$ cat src/rtl/forwarding_scoreboard.sv
// Hazard/forwarding unit: N-source, M-stage operand forwarding plus a load scoreboard,
// ID-stage stall generation, stall statistics and a stall watchdog.
module forwarding_scoreboard #(
  parameter int REG_ADDR_W    = 5,
  parameter int NUM_SRC       = 3,
  parameter int NUM_FWD       = 2,
  parameter int SEL_W         = 2,
  parameter int MAX_OUT       = 4,
  parameter int CNT_W         = 16,
  parameter int STALL_TIMEOUT = 64
) (
  input  logic                          i_clk,
  input  logic                          i_rst_n,
  input  logic                          i_fwd_en,
  input  logic [NUM_SRC*REG_ADDR_W-1:0] i_src_id,
  input  logic [NUM_SRC-1:0]            i_src_vld_id,
  input  logic [NUM_SRC*REG_ADDR_W-1:0] i_src_exe,
  input  logic [NUM_SRC-1:0]            i_src_vld_exe,
  input  logic [REG_ADDR_W-1:0]         i_dest_exe,
  input  logic                          i_wb_en_exe,
  input  logic                          i_mem_r_en_exe,
  input  logic [NUM_FWD*REG_ADDR_W-1:0] i_dest_stg,
  input  logic [NUM_FWD-1:0]            i_wb_en_stg,
  input  logic                          i_ld_issue,
  input  logic [REG_ADDR_W-1:0]         i_ld_dest,
  input  logic                          i_ld_done,
  input  logic [REG_ADDR_W-1:0]         i_ld_done_dest,
  output logic [NUM_SRC*SEL_W-1:0]      o_fwd_sel,
  output logic                          o_hazard_stall,
  output logic                          o_sb_full,
  output logic                          o_stall_state,
  output logic [CNT_W-1:0]              o_stall_cnt,
  output logic [1:0]                    o_err
);

  localparam int NUM_REGS = 1 << REG_ADDR_W;
  localparam int OUT_W    = $clog2(MAX_OUT + 1);
  localparam int TO_W     = $clog2(STALL_TIMEOUT + 1);

  typedef enum logic {ST_RUN = 1'b0, ST_STALL = 1'b1} state_t;

  logic [NUM_REGS-1:0] r_pending;
  logic [OUT_W-1:0]    r_outstanding;
  state_t              r_state;
  logic [CNT_W-1:0]    r_stall_cnt;
  logic [TO_W-1:0]     r_consec;
  logic [1:0]          r_err;

  logic [NUM_SRC-1:0]  w_src_hz;
  logic                w_hazard;

  genvar gi;
  generate
    for (gi = 0; gi < NUM_SRC; gi++) begin : g_src
      logic [REG_ADDR_W-1:0] w_exe_addr;
      logic [REG_ADDR_W-1:0] w_id_addr;
      logic [SEL_W-1:0]      w_sel;
      logic                  w_hz;

      assign w_exe_addr = i_src_exe[gi*REG_ADDR_W +: REG_ADDR_W];
      assign w_id_addr  = i_src_id[gi*REG_ADDR_W +: REG_ADDR_W];

      // Scan from the farthest stage down so the nearest matching stage wins.
      always_comb begin
        w_sel = '0;
        if (i_fwd_en && i_src_vld_exe[gi] && (w_exe_addr != '0)) begin
          for (int k = NUM_FWD - 1; k >= 0; k--) begin
            if (i_wb_en_stg[k] && (i_dest_stg[k*REG_ADDR_W +: REG_ADDR_W] == w_exe_addr))
              w_sel = SEL_W'(k + 1);
          end
        end
      end

      always_comb begin
        w_hz = 1'b0;
        if (i_src_vld_id[gi] && (w_id_addr != '0)) begin
          if (i_fwd_en) begin
            w_hz = i_mem_r_en_exe & i_wb_en_exe & (i_dest_exe == w_id_addr);
          end else begin
            w_hz = i_wb_en_exe & (i_dest_exe == w_id_addr);
            for (int k = 0; k < NUM_FWD; k++) begin
              if (i_wb_en_stg[k] && (i_dest_stg[k*REG_ADDR_W +: REG_ADDR_W] == w_id_addr))
                w_hz = 1'b1;
            end
          end
          if (r_pending[w_id_addr])
            w_hz = 1'b1;
        end
      end

      assign o_fwd_sel[gi*SEL_W +: SEL_W] = w_sel;
      assign w_src_hz[gi] = w_hz;
    end
  endgenerate

  assign w_hazard = |w_src_hz;

  // Scoreboard: retire first, then issue, so a same-register retire+issue keeps the bit set.
  logic                w_done_ok;
  logic                w_issue_ok;
  logic                w_misuse;
  logic [NUM_REGS-1:0] w_pend_mid;
  logic [NUM_REGS-1:0] w_pending_next;
  logic [OUT_W-1:0]    w_out_mid;
  logic [OUT_W-1:0]    w_out_next;

  always_comb begin
    w_done_ok  = i_ld_done & r_pending[i_ld_done_dest];
    w_pend_mid = r_pending;
    if (w_done_ok)
      w_pend_mid[i_ld_done_dest] = 1'b0;
    w_out_mid  = r_outstanding - OUT_W'(w_done_ok);
    w_issue_ok = i_ld_issue && (i_ld_dest != '0) && !w_pend_mid[i_ld_dest]
                 && (w_out_mid < OUT_W'(MAX_OUT));
    w_pending_next = w_pend_mid;
    if (w_issue_ok)
      w_pending_next[i_ld_dest] = 1'b1;
    w_out_next = w_out_mid + OUT_W'(w_issue_ok);
    w_misuse   = (i_ld_issue && (i_ld_dest != '0) && !w_issue_ok) || (i_ld_done && !w_done_ok);
  end

  state_t           w_state_next;
  logic [TO_W-1:0]  w_consec_next;

  always_comb begin
    w_state_next = r_state;
    case (r_state)
      ST_RUN:   if (w_hazard)  w_state_next = ST_STALL;
      ST_STALL: if (!w_hazard) w_state_next = ST_RUN;
    endcase
  end

  always_comb begin
    w_consec_next = '0;
    if (w_hazard)
      w_consec_next = (r_consec == TO_W'(STALL_TIMEOUT)) ? r_consec : r_consec + 1'b1;
  end

  always_ff @(posedge i_clk or negedge i_rst_n) begin
    if (!i_rst_n) begin
      r_pending     <= '0;
      r_outstanding <= '0;
      r_state       <= ST_RUN;
      r_stall_cnt   <= '0;
      r_consec      <= '0;
      r_err         <= '0;
    end else begin
      r_pending     <= w_pending_next;
      r_outstanding <= w_out_next;
      r_state       <= w_state_next;
      r_consec      <= w_consec_next;
      if (w_hazard && (r_stall_cnt != '1))
        r_stall_cnt <= r_stall_cnt + 1'b1;
      if (w_misuse)
        r_err[0] <= 1'b1;
      if (w_hazard && (w_consec_next == TO_W'(STALL_TIMEOUT)))
        r_err[1] <= 1'b1;
    end
  end

  assign o_hazard_stall = w_hazard;
  assign o_sb_full      = (r_outstanding == OUT_W'(MAX_OUT));
  assign o_stall_state  = r_state;
  assign o_stall_cnt    = r_stall_cnt;
  assign o_err          = r_err;

endmodule

$ cat config.mk
export PLATFORM = sky130hd
export DESIGN_NAME = forwarding_scoreboard
export DESIGN_NICKNAME = d
export VERILOG_FILES = /design/src/rtl/forwarding_scoreboard.sv
export SDC_FILE = /design/constraint.sdc
export NUM_CORES = 1
export LEC_CHECK = 0
export BUFFER_PORTS_ARGS = -buffer_cell sky130_fd_sc_hd__buf_2
export CAP_MARGIN = 20
export CORE_ASPECT_RATIO = 1.75
export CORE_MARGIN = 10
export CORE_UTILIZATION = 50
export DETAILED_ROUTE_END_ITERATION = 12
export PLACE_DENSITY = 0.72
export REMOVE_ABC_BUFFERS = 1
export SLEW_MARGIN = 10
export SYNTH_ARGS = -nofsm -noshare
export SYNTH_HDL_FRONTEND = slang
export SYNTH_SLANG_ARGS = --single-unit
$ cat constraint.sdc
create_clock -name i_clk -period 11.8 [get_ports i_clk]
set_clock_uncertainty 0.1 [all_clocks]
set_input_delay 0.59 -clock i_clk [delete_from_list [all_inputs] [get_ports i_clk]]
set_output_delay 0.59 -clock i_clk [all_outputs]
set_load 0.01 [all_outputs]
# Yosys cells after proc, flatten, opt, wreduce, memory -nomap -nowiden
# Cells that the tools add are included.
dict set report totals {
  word_cells 134
  register_bits 61
  output_inout_bits 27
  inputBits 70
}
dict set report classes {
  magnitude_cmp 8
  n_mux 43
  bitwise 11
  n_reduce_logical 42
  n_eq_ne 19
  n_addsub 4
}
# cell count
set op_table {}
lappend op_table {{5-bit == test} 15}
lappend op_table {{32-bit 2-to-1 mux} 2}
lappend op_table {{5-bit nonzero test} 7}
lappend op_table {{32-bit bitwise AND} 1}
lappend op_table {{32-bit NOT} 1}
lappend op_table {{32-bit OR} 1}
lappend op_table {{1-bit logical AND} 30}
lappend op_table {{5-bit by 6-bit less-than comparator with 1-bit output (second input constant)} 5}
lappend op_table {{1-bit binary-select mux with 5-bit select} 5}
lappend op_table {{1-bit 2-to-1 mux} 23}
lappend op_table {{2-bit 2-to-1 mux} 9}
lappend op_table {{16-bit by 1-bit adder with 16-bit output (second input constant)} 1}
lappend op_table {{16-bit inequality test (second input constant)} 1}
lappend op_table {{7-bit == test (second input constant)} 2}
lappend op_table {{7-bit 2-to-1 mux} 2}
lappend op_table {{1-bit demux with 5-bit select} 2}
lappend op_table {{5-bit by 1-bit greater-or-equal comparator with 1-bit output (second input constant)} 2}
lappend op_table {{1-bit bitwise AND} 8}
lappend op_table {{7-bit by 1-bit adder with 7-bit output (second input constant)} 1}
lappend op_table {{3-bit by 1-bit adder with 3-bit output} 1}
lappend op_table {{3-bit == test (second input constant)} 1}
lappend op_table {{1-bit logical NOT} 3}
lappend op_table {{3-bit less-than comparator (second input constant)} 1}
lappend op_table {{3-bit OR reduction} 1}
lappend op_table {{2 further kinds} 2}

# Longest topological paths before layout
# Gate-level depths: netlist (run 1).
dict set report depth {
  depth_word 15
  depth_mapped 22
  mapped_depth_nobuf 17
}

# Worst setup path before layout (run 1)
# Ideal clock, no wire load.
dict set report synth_timing {
  path_kind {input-to-reg}
  startpoint {in i_ld_done_dest[2]}
  endpoint {reg r_outstanding[1]}
  arrival_ns 4.115
  slack_ns 7.459
  setup_time_ns 0.126
  path_buffers 4
  cell_stages 20
  t_required_ns 11.574
  path_cell_list {clkbuf_1 > nand3b_1 > o22ai_2 > o22ai_1 > and3_1 > buf_6 > buf_6 > nor2b_1 > ha_1 > ha_1 > xnor2_1 > nand3_1 > or3_1 > a31oi_1 > o2111ai_1 > or3_4 > buf_2 > inv_1 > ha_1 > ha_1}
}
dict set report synth_via {
  elab_chain_len 13
  word_cells_on_any_way 19
  classes_between {2 x add/sub; 3 x order compare; 7 x mux; 3 x bitwise; 4 x reduce/logical}
}
# item line
set synth_rtl {}
lappend synth_rtl {{start, declared} 27} ;# input logic [REG_ADDR_W-1:0] i_ld_done_dest,
lappend synth_rtl {{5-bit by 6-bit less-than comparator with 1-bit output (not written as such) or 5-bit by 1-bit greater-or-equal comparator with 1-bit output (tied branches)} 111} ;# w_pend_mid[i_ld_done_dest] = 1'b0;
lappend synth_rtl {{1-bit logical AND (not written as such)} 111}
lappend synth_rtl {{1-bit 2-to-1 mux (not written as such)} 111}
lappend synth_rtl {{1-bit demux with 5-bit select} 111}
lappend synth_rtl {{32-bit NOT (no line)} n/a}
lappend synth_rtl {{32-bit bitwise AND (no line)} n/a}
lappend synth_rtl {{32-bit 2-to-1 mux} 110} ;# if (w_done_ok)
lappend synth_rtl {{1-bit binary-select mux with 5-bit select} 113} ;# w_issue_ok = i_ld_issue && (i_ld_dest != '0) && !w_pend_mid[i_ld_dest]
lappend synth_rtl {{1-bit 2-to-1 mux (not written as such)} 113}
lappend synth_rtl {{1-bit logical NOT} 113}
lappend synth_rtl {{1-bit logical AND} 113}
lappend synth_rtl {{1-bit logical AND} 114} ;# && (w_out_mid < OUT_W'(MAX_OUT));
lappend synth_rtl {{3-bit by 1-bit adder with 3-bit output *} 118} ;# w_out_next = w_out_mid + OUT_W'(w_issue_ok);
lappend synth_rtl {{named net w_out_next[1]} 105} ;# logic [OUT_W-1:0] w_out_next;
lappend synth_rtl {{end signal, assigned} 149} ;# r_outstanding <= w_out_next;
lappend synth_rtl {{end, declared} 43} ;# logic [OUT_W-1:0] r_outstanding;
# Mark *: on every way through the listed nets, which the timed path passes. The rest lies on a longest branch. The select of a mux whose other input is x is not followed.
# A chain may end at the register's enable or synchronous reset.

# Worst setup path after layout (run 1)
dict set report layout_timing {
  startpoint {in i_ld_done_dest[0]}
  endpoint {reg r_outstanding[2]}
}
# Same word-level chain as after synthesis.

==> results of run 1 <==
==> through the flow <==
| step | worst slack [ps] | hold slack (ps) | cells |
|---|---|---|---|
| 6_report | 6500 | 302 | 813 |
| 3_3_place_gp | 6380 | 351 | 797 |
| 4_1_cts | 6550 | 346 | 813 |
| 5_1_grt | 6130 | 369 | 813 |
| 3_5_place_dp | 6230 | 369 | 797 |
| 2_1_floorplan | 7300 | 194 | 564 |
==> Yosys cell counts, types with 10 or more instances <==
library cell / number
a21oi_1: 12
nor3_1: 10
inv_1: 16
nor4_1: 17
dfrtp_1: 61
xnor2_1: 27
xor2_1: 72
o21ai_0: 44
a31oi_1: 10
nor2_1: 23
clkbuf_1: 36
o21ai_1: 16
mux2i_1: 21
nand2_1: 46
nand3_1: 30
mux4_2: 30
==> metal layers <==
| layer | track usage | vias to the layer above | part of all wire |
|---|---|---|---|
| li1 | - | 2388 | - |
| met1 | 0.225 | 2534 | 0.35 |
| met2 | 0.374 | 318 | 0.50 |
| met3 | 0.0652 | 86 | 0.091 |
| met4 | 0.143 | 0 | 0.060 |
| met5 | 0 | - | 0 |
==> logic make-up after synthesis <==
| family | share of synthesized area |
|---|---|
| AO/OA/AOI/OAI | 0.150 |
| multiplexers | 0.166 |
| XOR/XNOR | 0.155 |
| adder cells (fa/ha/maj) | 0.0156 |
| AND/OR/NAND/NOR | 0.185 |
| flip-flops | 0.273 |
| buffers and inverters | 0.0552 |
==> registers in the layout (all words and copies together), names as in the netlist <==
name and count:
r_outstanding 3, o_stall_cnt 16, r_pending 32, o_stall_state 1, o_err 2, r_consec 7
==> cell type report <==
| cell class | instances | area (um2) | area share |
|---|---|---|---|
| Multi-Input combinational cell | 487 | 3770 | 0.595 |
| Sequential cell | 61 | 1530 | 0.241 |
| Timing Repair Buffer | 101 | 518 | 0.0818 |
| Clock buffer | 9 | 225 | 0.0355 |
| Tap cell | 132 | 165 | 0.0261 |
| Clock inverter | 7 | 73.8 | 0.0117 |
| Inverter | 16 | 60.1 | 0.00948 |
==> power groups by stage <==
stage	combinational (W)	clock [W]	sequential (W)
2_1_floorplan	0.000276	0	0.000352
3_3_place_gp	0.000389	0	0.000392
3_5_place_dp	0.000405	0	0.000397
4_1_cts	0.000408	0.000271	0.000394
5_1_grt	0.000449	0.000281	0.000407
6_report	0.000411	0.000268	0.000400
==> worst paths after layout <==
check	startpoint	endpoint	slack (ps)	depth (start not counted)
max	i_ld_done_dest[0]	r_outstanding[2]	6500	18
min	i_rst_n	r_consec[4]	300	2
max reg2reg	r_pending[16]	r_outstanding[2]	6800	17
min reg2reg	o_err[1]	o_err[1]	390	1
max in group asynchronous	i_rst_n	r_pending[12]	10770	2
min in group i_clk	o_err[1]	o_err[1]	390	1
==> cells in the final DEF (no fill, tap or decap), drive strengths merged, types with 4 or more instances in the layout <==
| cell type | n |
|---|---|
| a21oi | 12 |
| a31oi | 10 |
| and2 | 6 |
| and3 | 8 |
| buf | 101 |
| clkbuf | 9 |
| clkinv | 4 |
| dfrtp | 61 |
| ha | 7 |
| inv | 17 |
| mux2 | 4 |
| mux2i | 21 |
| mux4 | 30 |
| nand2 | 46 |
| nand3 | 30 |
| nand3b | 6 |
| nand4 | 7 |
| nor2 | 23 |
| nor2b | 6 |
| nor3 | 10 |
| nor4 | 17 |
| nor4b | 4 |
| o2111ai | 5 |
| o211ai | 5 |
| o21ai | 60 |
| o21bai | 6 |
| o221ai | 5 |
| o22ai | 4 |
| o31a | 5 |
| or2 | 6 |
| or3 | 8 |
| or3b | 5 |
| or4 | 6 |
| xnor2 | 27 |
| xor2 | 72 |
==> metrics, run 1 <==
result of the run=finished clean; relative contribution of combinational cells to total power=0.381; number of remaining DRC errors=0; WP data arrival=5450 ps; IR drop worst, VDD=0.0890 mV; top achievable clock speed=189 MHz; sequence of cells on the critical path=buf_2 > mux4_2 > o2bb2ai_1 > o21ai_1 > and3_1 > nor2b_1 > ha_1 > ha_1 > xnor2_1 > nand3_1 > or3_1 > a31oi_1 > o2111ai_1 > or3_4 > inv_1 > ha_1 > ha_1 > xnor2_1; quantity of gates resized following cts=0; maximum number of pins on one net before global-route repair=62; number of distinct library cells after synthesis=59; CP max stage delay=630 ps; number of placed I/O pins=97; average routed wire per standard cell=22.5 um; most repeated library cell on the critical path=ha_1; via total after detailed routing=5326; part of the Yosys area used for sequential elements=0.273; cell area after synthesis=5600 um2; kind of path behind the tightest hold check=primary input to asynchronous set/reset pin; clock tree root driver cell=clkbuf_16; iteration count of the initial detailed-routing pass=5; area share of the leading cell type in the synthesized netlist=0.273; most area-hungry cell type in the Yosys netlist=dfrtp_1; number of buffers and inverters on the critical path=2; Power Internal=0.000644 W; remaining number of nets flagged by the antenna check after routing=0; violation count after the first detailed-route iteration=455; total of warnings raised by yosys=0; Synth async-reset ratio=1.00; HPWL after DPL=13700 um; placeable core region=11000 um2; Antenna diodes=0; buffers added on ports=96; Finished Cell Area=6340 um2; final critical-path share of the clock period=0.449; critical path capture point type=flop; number of antenna violations at the first check in global routing=0; actual transition at the worst max-transition pin=821 ps; power dissipated by switching net loads=0.000435 W; total CTS buffers=9; Initial Util=0.507; wire length of the first global-routing pass=28400 um; die boundary height=160 um; CP startpoint kind=primary input; minimum clock period=5300 ps; synthesized flop and latch total=61; clock insertion delay at the later pin of the skew report=340 ps; TritonCTS clock tree=done; P_leak=2.67 nW; Post-CTS Hold Fix Bufs=0; Max Buffers Root-to-Sink=2; Clk pwr share=0.248; Clock transition at path regs=60 ps; final setup fails=0; gr ovfl total=0; worst rel slew slack=0.449; gpl congestion=0.958; switching part of the total=0.403; peak fanout along the critical path=23; final total power=0.00108 W; number of instances in the synthesized netlist=618; std cell rows=51; total die area=16000 um2; post-CTS setup repair buffer count=0; cell types with the largest area share after synthesis=dfrtp_1 (27%), mux4_2 (12%), xor2_1 (11%), xnor2_1 (4.2%), o21ai_0 (3.9%); detailed-route vias per instance=6.55; family of cells with the greatest summed delay on the critical path=simple AND/OR/NAND/NOR gates; sequential share of power=0.371; final core occ=0.574; synthesized area per cell=9.06 um2; instance area after placement=6040 um2; Clock Sink Count=61; worst setup path class=primary input to flop; Synth Flop Type=dfrtp_1; fill count=987; layout net count=753; worst path required time=11950 ps; vias in the first global route=5476; proportion of layout cells with a drive suffix above 1=0.239; die outline width=100 um; number of enable-type register cells in the synthesized netlist=0; max cap viols=0; number of H-tree levels=3; Sum Neg Setup Slack=0 ps; Pwr per Cell Area=170 nW/um2; critical-path cell with the highest stage delay=or3_4; Area growth, synth to finish=13.2%; GRT Util Overall=0.220; number of pins exceeding their max-slew limit in the final report=0; total wire length after detailed routing=18300 um; Final Hold Fails=0; unrepaired setup endpoints after global routing=no
Note: power is estimated with default switching activity, not from simulation.
==> inputs of run 2 (changes only) <==
PLACE_DENSITY = 0.75   (was 0.72)
clock period = 4.6 ns   (was 11.8 ns; I/O delays follow)
==> run 2 against run 1 <==
  * Register-to-register slack got worse by 6500 ps
  * Sequential cell count did not move
  * Via count rose by 1.3%
  * Wire length rose by 0.53%
  * Clock-buffer cell count did not move
  * Sequential share of layout area fell by 0.062 points
  * Critical path type is now flop to flop
==> metrics, run 2 (synthesized netlist as in run 1, its figures left out) <==
result of the run=finished clean; final critical-path share of the clock period=0.928; destination of the worst hold path=o_err[0]; P_leak=2.68 nW (+0.66%); number of placed I/O pins=97 (unchanged); number of antenna violations at the first check in global routing=0 (unchanged); peak fanout along the critical path=23 (unchanged); max reg flops=32 (unchanged); Area growth, synth to finish=13.5%; IR drop worst, VDD=0.223 mV (+150%); iteration count of the initial detailed-routing pass=5 (unchanged); GRT Util Overall=0.224 (+0.00406); WP data arrival=4410 ps (-1040 ps); Sum Neg Setup Slack=0 ps (unchanged); vias in the first global route=5453 (-0.42%); HPWL after DPL=13800 um (+1.1%); layout net count=758 (+0.66%); R2R depth=17 (unchanged); largest register by flop count=r_pending; minimum clock period=4270 ps; max cap viols=0 (unchanged); die outline width=100 um (unchanged); number of pins exceeding their max-slew limit in the final report=0 (unchanged); worst reg2reg startpoint=r_pending[16]; most common cell after layout, fill and taps aside=buf_2; worst path required time=4750 ps (-7200 ps); maximum number of pins on one net before global-route repair=62 (unchanged); remaining number of nets flagged by the antenna check after routing=0 (unchanged); die boundary height=160 um (unchanged); number of buffers and inverters on the critical path=1 (-1); Pwr per Cell Area=428 nW/um2 (+150%); commonest cells after routing, fill and taps aside=buf_2 (96), xor2_1 (72), dfrtp_1 (61); hold path startpoint=i_ld_done; kind of path behind the tightest hold check=primary input to flop; number of H-tree levels=3 (unchanged); Crit path depth=17 (-1); family of cells with the greatest summed delay on the critical path=simple AND/OR/NAND/NOR gates; gr ovfl total=0 (unchanged); Finished Cell Area=6350 um2 (+0.26%); CP startpoint kind=flop; Final Hold Fails=0 (unchanged); FF-to-FF End=r_outstanding[2]; final core occ=0.575 (+0.00147); total die area=16000 um2 (unchanged); placeable core region=11000 um2 (unchanged); Clock transition at path regs=60 ps (about the same); Setup WS post-layout=332 ps (-6170 ps); clock insertion delay at the later pin of the skew report=340 ps (about the same); actual transition at the worst max-transition pin=815 ps (-5.91 ps); unrepaired setup endpoints after global routing=no; violation count after the first detailed-route iteration=539 (+18%); via total after detailed routing=5393 (+1.3%); cell depth of the worst hold path=2; detailed-route vias per instance=6.59 (+0.64%); number of remaining DRC errors=0 (unchanged); average routed wire per standard cell=22.4 um (about the same); top achievable clock speed=234 MHz; quantity of gates resized following cts=0 (unchanged); gpl congestion=0.996 (+3.9%); Initial Util=0.507 (unchanged); instance area after placement=6070 um2 (+0.50%); Max Buffers Root-to-Sink=2 (unchanged); Post-CTS Hold Fix Bufs=1 (+1); Register-to-Register Setup Slack=330 ps (-6470 ps); worst setup path class=flop to flop; sequence of cells on the critical path=mux4_2 > o2bb2ai_1 > o21ai_1 > and3_1 > nor2b_1 > ha_1 > ha_1 > xnor2_1 > nand3_1 > or3_1 > a31oi_1 > o2111ai_1 > or3_4 > inv_1 > ha_1 > ha_1 > xnor2_1; wire length of the first global-routing pass=28800 um (+1.4%); buffers added on ports=96 (unchanged); most repeated library cell on the critical path=ha_1; critical path capture point type=flop; clock tree root driver cell=clkbuf_16; total wire length after detailed routing=18400 um (+0.53%); total CTS buffers=9 (unchanged); TritonCTS clock tree=done; critical-path cell with the highest stage delay=or3_4; final setup fails=0 (unchanged); Antenna diodes=0 (unchanged); pre-CTS WS=198 ps (-6030 ps); proportion of layout cells with a drive suffix above 1=0.243 (+0.00409); Clock Sink Count=61 (unchanged); CP max stage delay=530 ps (-100 ps); std cell rows=51 (unchanged); worst rel slew slack=0.452 (+0.00397); post-CTS setup repair buffer count=0 (unchanged)
## run 2: how the worst max path moves through the flow
| stage | to | slack (ps) | startpoint |
|---|---|---|---|
| floorplan | r_outstanding[1] | 310 | r_pending[17] |
| global placement | r_outstanding[2] | 410 | i_ld_done_dest[0] |
| detailed placement | r_outstanding[2] | 200 | i_ld_done_dest[0] |
| CTS | r_outstanding[2] | 340 | r_pending[16] |
| global route | r_outstanding[2] | 130 | r_pending[16] |
| finish | r_outstanding[2] | 330 | r_pending[16] |
## run 2: metrics by stage
step	instances	hold WS (ps)	total power (W)
floorplan	564	-166	0.00161
global placement	801	334	0.00202
detailed placement	801	349	0.00207
CTS	818	127	0.00270
global route	818	176	0.00286
finish	818	129	0.00272
## run 2: power by group
group / leakage, nW / switching, W / internal (W)
sequential: 0.786 / 0.000321 / 0.000713
clock: 0.140 / 0.000265 / 0.000366
combinational: 1.76 / 0.000528 / 0.000525
total: 2.68 / 0.00111 / 0.00160
## run 2: per-layer routing
| layer | track usage | part of all wire | vias to the layer above | routed length, um |
|---|---|---|---|---|
| met3 | 0.0609 | 0.089 | 93 | 1640 |
| met1 | 0.238 | 0.35 | 2595 | 6440 |
| met4 | 0.159 | 0.071 | 0 | 1310 |
| li1 | - | - | 2391 | - |
| met5 | 0 | 0 | - | 0 |
| met2 | 0.368 | 0.49 | 314 | 8970 |
## run 2: area by class of cell
cell class	count	area (um2)
clock buffers	9	225
clock inverters	7	50.0
fillers	980	4690
inverters	16	60.1
multi-input cells	487	3770
flip-flops and latches	61	1530
well taps	132	165
repair buffers	106	558
==> inputs of run 3 (changes only) <==
CORE_UTILIZATION = 52   (was 50)
PLACE_DENSITY = 0.78   (was 0.75)
==> run 3 against run 2 <==
  * Critical path depth fell by 1
  * Wire length up 2.7%
  * Sequential share of layout area decreased by 0.11 points
  * Critical endpoint is now r_outstanding[1]
  * Core utilization grew 2.5 points
  * Non-clock buffer count shrank 1
  * Setup slack gained 36 ps
  * Maximum frequency is 0.86% higher
==> metrics, run 3 (synthesized netlist as in run 1, its figures left out) <==
number of remaining DRC errors=0 (unchanged); placeable core region=10600 um2 (-3.7%); die outline width=98.4 um (-1.6%); iteration count of the initial detailed-routing pass=6 (+1); HPWL after DPL=14100 um (+2.3%); number of pins exceeding their max-slew limit in the final report=0 (unchanged); gr ovfl total=0 (unchanged); number of H-tree levels=3 (unchanged); kind of path behind the tightest hold check=primary input to flop; number of antenna violations at the first check in global routing=0 (unchanged); std cell rows=50 (-2.0%); die boundary height=157 um (-1.7%); via total after detailed routing=5413 (+0.37%); CP startpoint kind=flop; maximum number of pins on one net before global-route repair=62 (unchanged); detailed-route vias per instance=6.64 (+0.74%); worst setup path class=flop to flop; final total power=0.00283 W (+4.2%); IR drop worst, VDD=0.256 mV (+15%); worst path required time=4710 ps (-40 ps); Finished Cell Area=6380 um2 (+0.47%); Pwr per Cell Area=444 nW/um2 (+3.7%); critical path capture point type=flop; Clk pwr share=0.256 (+0.024); switching part of the total=0.395 (-0.0147); Clock transition at path regs=50 ps (about the same); wire length of the first global-routing pass=30100 um (+4.6%); largest register by flop count=r_pending; Sum Neg Setup Slack=0 ps (unchanged); peak fanout along the critical path=23 (unchanged); smallest hold slack=164 ps (+34.6 ps); violation count after the first detailed-route iteration=527 (-2.2%); Setup WS post-layout=369 ps (+36.4 ps); Antenna diodes=0 (unchanged); vias in the first global route=5580 (+2.3%); remaining number of nets flagged by the antenna check after routing=0 (unchanged); most common cell after layout, fill and taps aside=buf_2; Post-CTS Hold Fix Bufs=1 (unchanged); sequential share of power=0.369 (-0.012); Clock Sink Count=61 (unchanged); average routed wire per standard cell=23.1 um (+3.1%); total die area=15500 um2 (-3.2%); final setup fails=0 (unchanged); post-CTS setup repair buffer count=0 (unchanged); max reg flops=32 (unchanged); Power Internal=0.00171 W (+6.8%); relative contribution of combinational cells to total power=0.375 (-0.012); Initial Util=0.526 (+0.0193); Max Buffers Root-to-Sink=2 (unchanged); result of the run=finished clean; number of placed I/O pins=97 (unchanged); gpl congestion=0.987 (-0.87%); total CTS buffers=9 (unchanged); clock insertion delay at the later pin of the skew report=330 ps (about the same); worst rel slew slack=0.367 (-0.0851); max cap viols=0 (unchanged); proportion of layout cells with a drive suffix above 1=0.241 (-0.00256); instance area after placement=6060 um2 (-0.16%); TritonCTS clock tree=done; actual transition at the worst max-transition pin=942 ps (+127 ps); P_leak=2.69 nW (+0.30%); final critical-path share of the clock period=0.920 (-0.00791); pre-CTS WS=338 ps (+139 ps); Area growth, synth to finish=14.0%; minimum clock period=4230 ps (-36.4 ps); clock tree root driver cell=clkbuf_16; Final Hold Fails=0 (unchanged); quantity of gates resized following cts=0 (unchanged); buffers added on ports=96 (unchanged); commonest cells after routing, fill and taps aside=buf_2 (96), xor2_1 (72), dfrtp_1 (61); unrepaired setup endpoints after global routing=no; layout net count=757 (-0.13%); power dissipated by switching net loads=0.00112 W (+0.45%); total wire length after detailed routing=18900 um (+2.7%); WP data arrival=4340 ps (-70 ps); GRT Util Overall=0.242 (+0.0185); top achievable clock speed=236 MHz (+0.86%)
## run 3: cell type report
| cell class | count | area, um2 |
|---|---|---|
| Multi-Input combinational cell | 487 | 3770 |
| Fill cell | 897 | 4250 |
| Clock inverter | 6 | 86.3 |
| Clock buffer | 10 | 229 |
| Sequential cell | 61 | 1530 |
| Tap cell | 130 | 163 |
| Inverter | 16 | 60.1 |
| Timing Repair Buffer | 105 | 551 |
## run 3: stage by stage
stage | util | instances
finish | 0.600 | 815
global route | 0.600 | 815
CTS | 0.600 | 815
detailed placement | 0.570 | 798
global placement | 0.570 | 798
floorplan | - | 564
## run 3: final timing paths
check	start	end	slack, ps	depth (start not counted)
min reg2reg	o_err[1]	o_err[1]	360	1
max	r_pending[16]	r_outstanding[1]	370	16
max in group asynchronous	i_rst_n	r_pending[17]	3370	3
min	i_ld_done	o_err[0]	160	2
min in group asynchronous	i_rst_n	r_consec[2]	500	3
max reg2reg	r_pending[16]	r_outstanding[1]	370	16
## run 3: worst max-delay path, cell delays in order, from the launching register on
cell and delay [ps]:
dfrtp_1 460, mux4_2 490, o2bb2ai_1 140, o21ai_1 240
and3_1 220, nor2b_1 60, ha_1 180, ha_1 200
xnor2_1 230, nand3_1 90, or3_1 380, a31oi_1 150
o2111ai_1 160, or3_4 540, inv_1 100, ha_1 150
ha_1 230
## run 3: power groups by stage
stage / logic (W) / registers, W / clock network (W)
2_1_floorplan: 0.000708 / 0.000902 / 0
3_3_place_gp: 0.00101 / 0.00101 / 0
3_5_place_dp: 0.00105 / 0.00102 / 0
4_1_cts: 0.00106 / 0.00102 / 0.000732
5_1_grt: 0.00117 / 0.00105 / 0.000762
6_report: 0.00106 / 0.00104 / 0.000725
## run 3: per-layer routing
metal  vias up  global-route usage  share of wire
li1       2385                   -              -
met1      2568               0.258           0.33
met2       363               0.410           0.50
met3        97              0.0689           0.10
met4         0               0.154          0.060
met5         -                   0              0
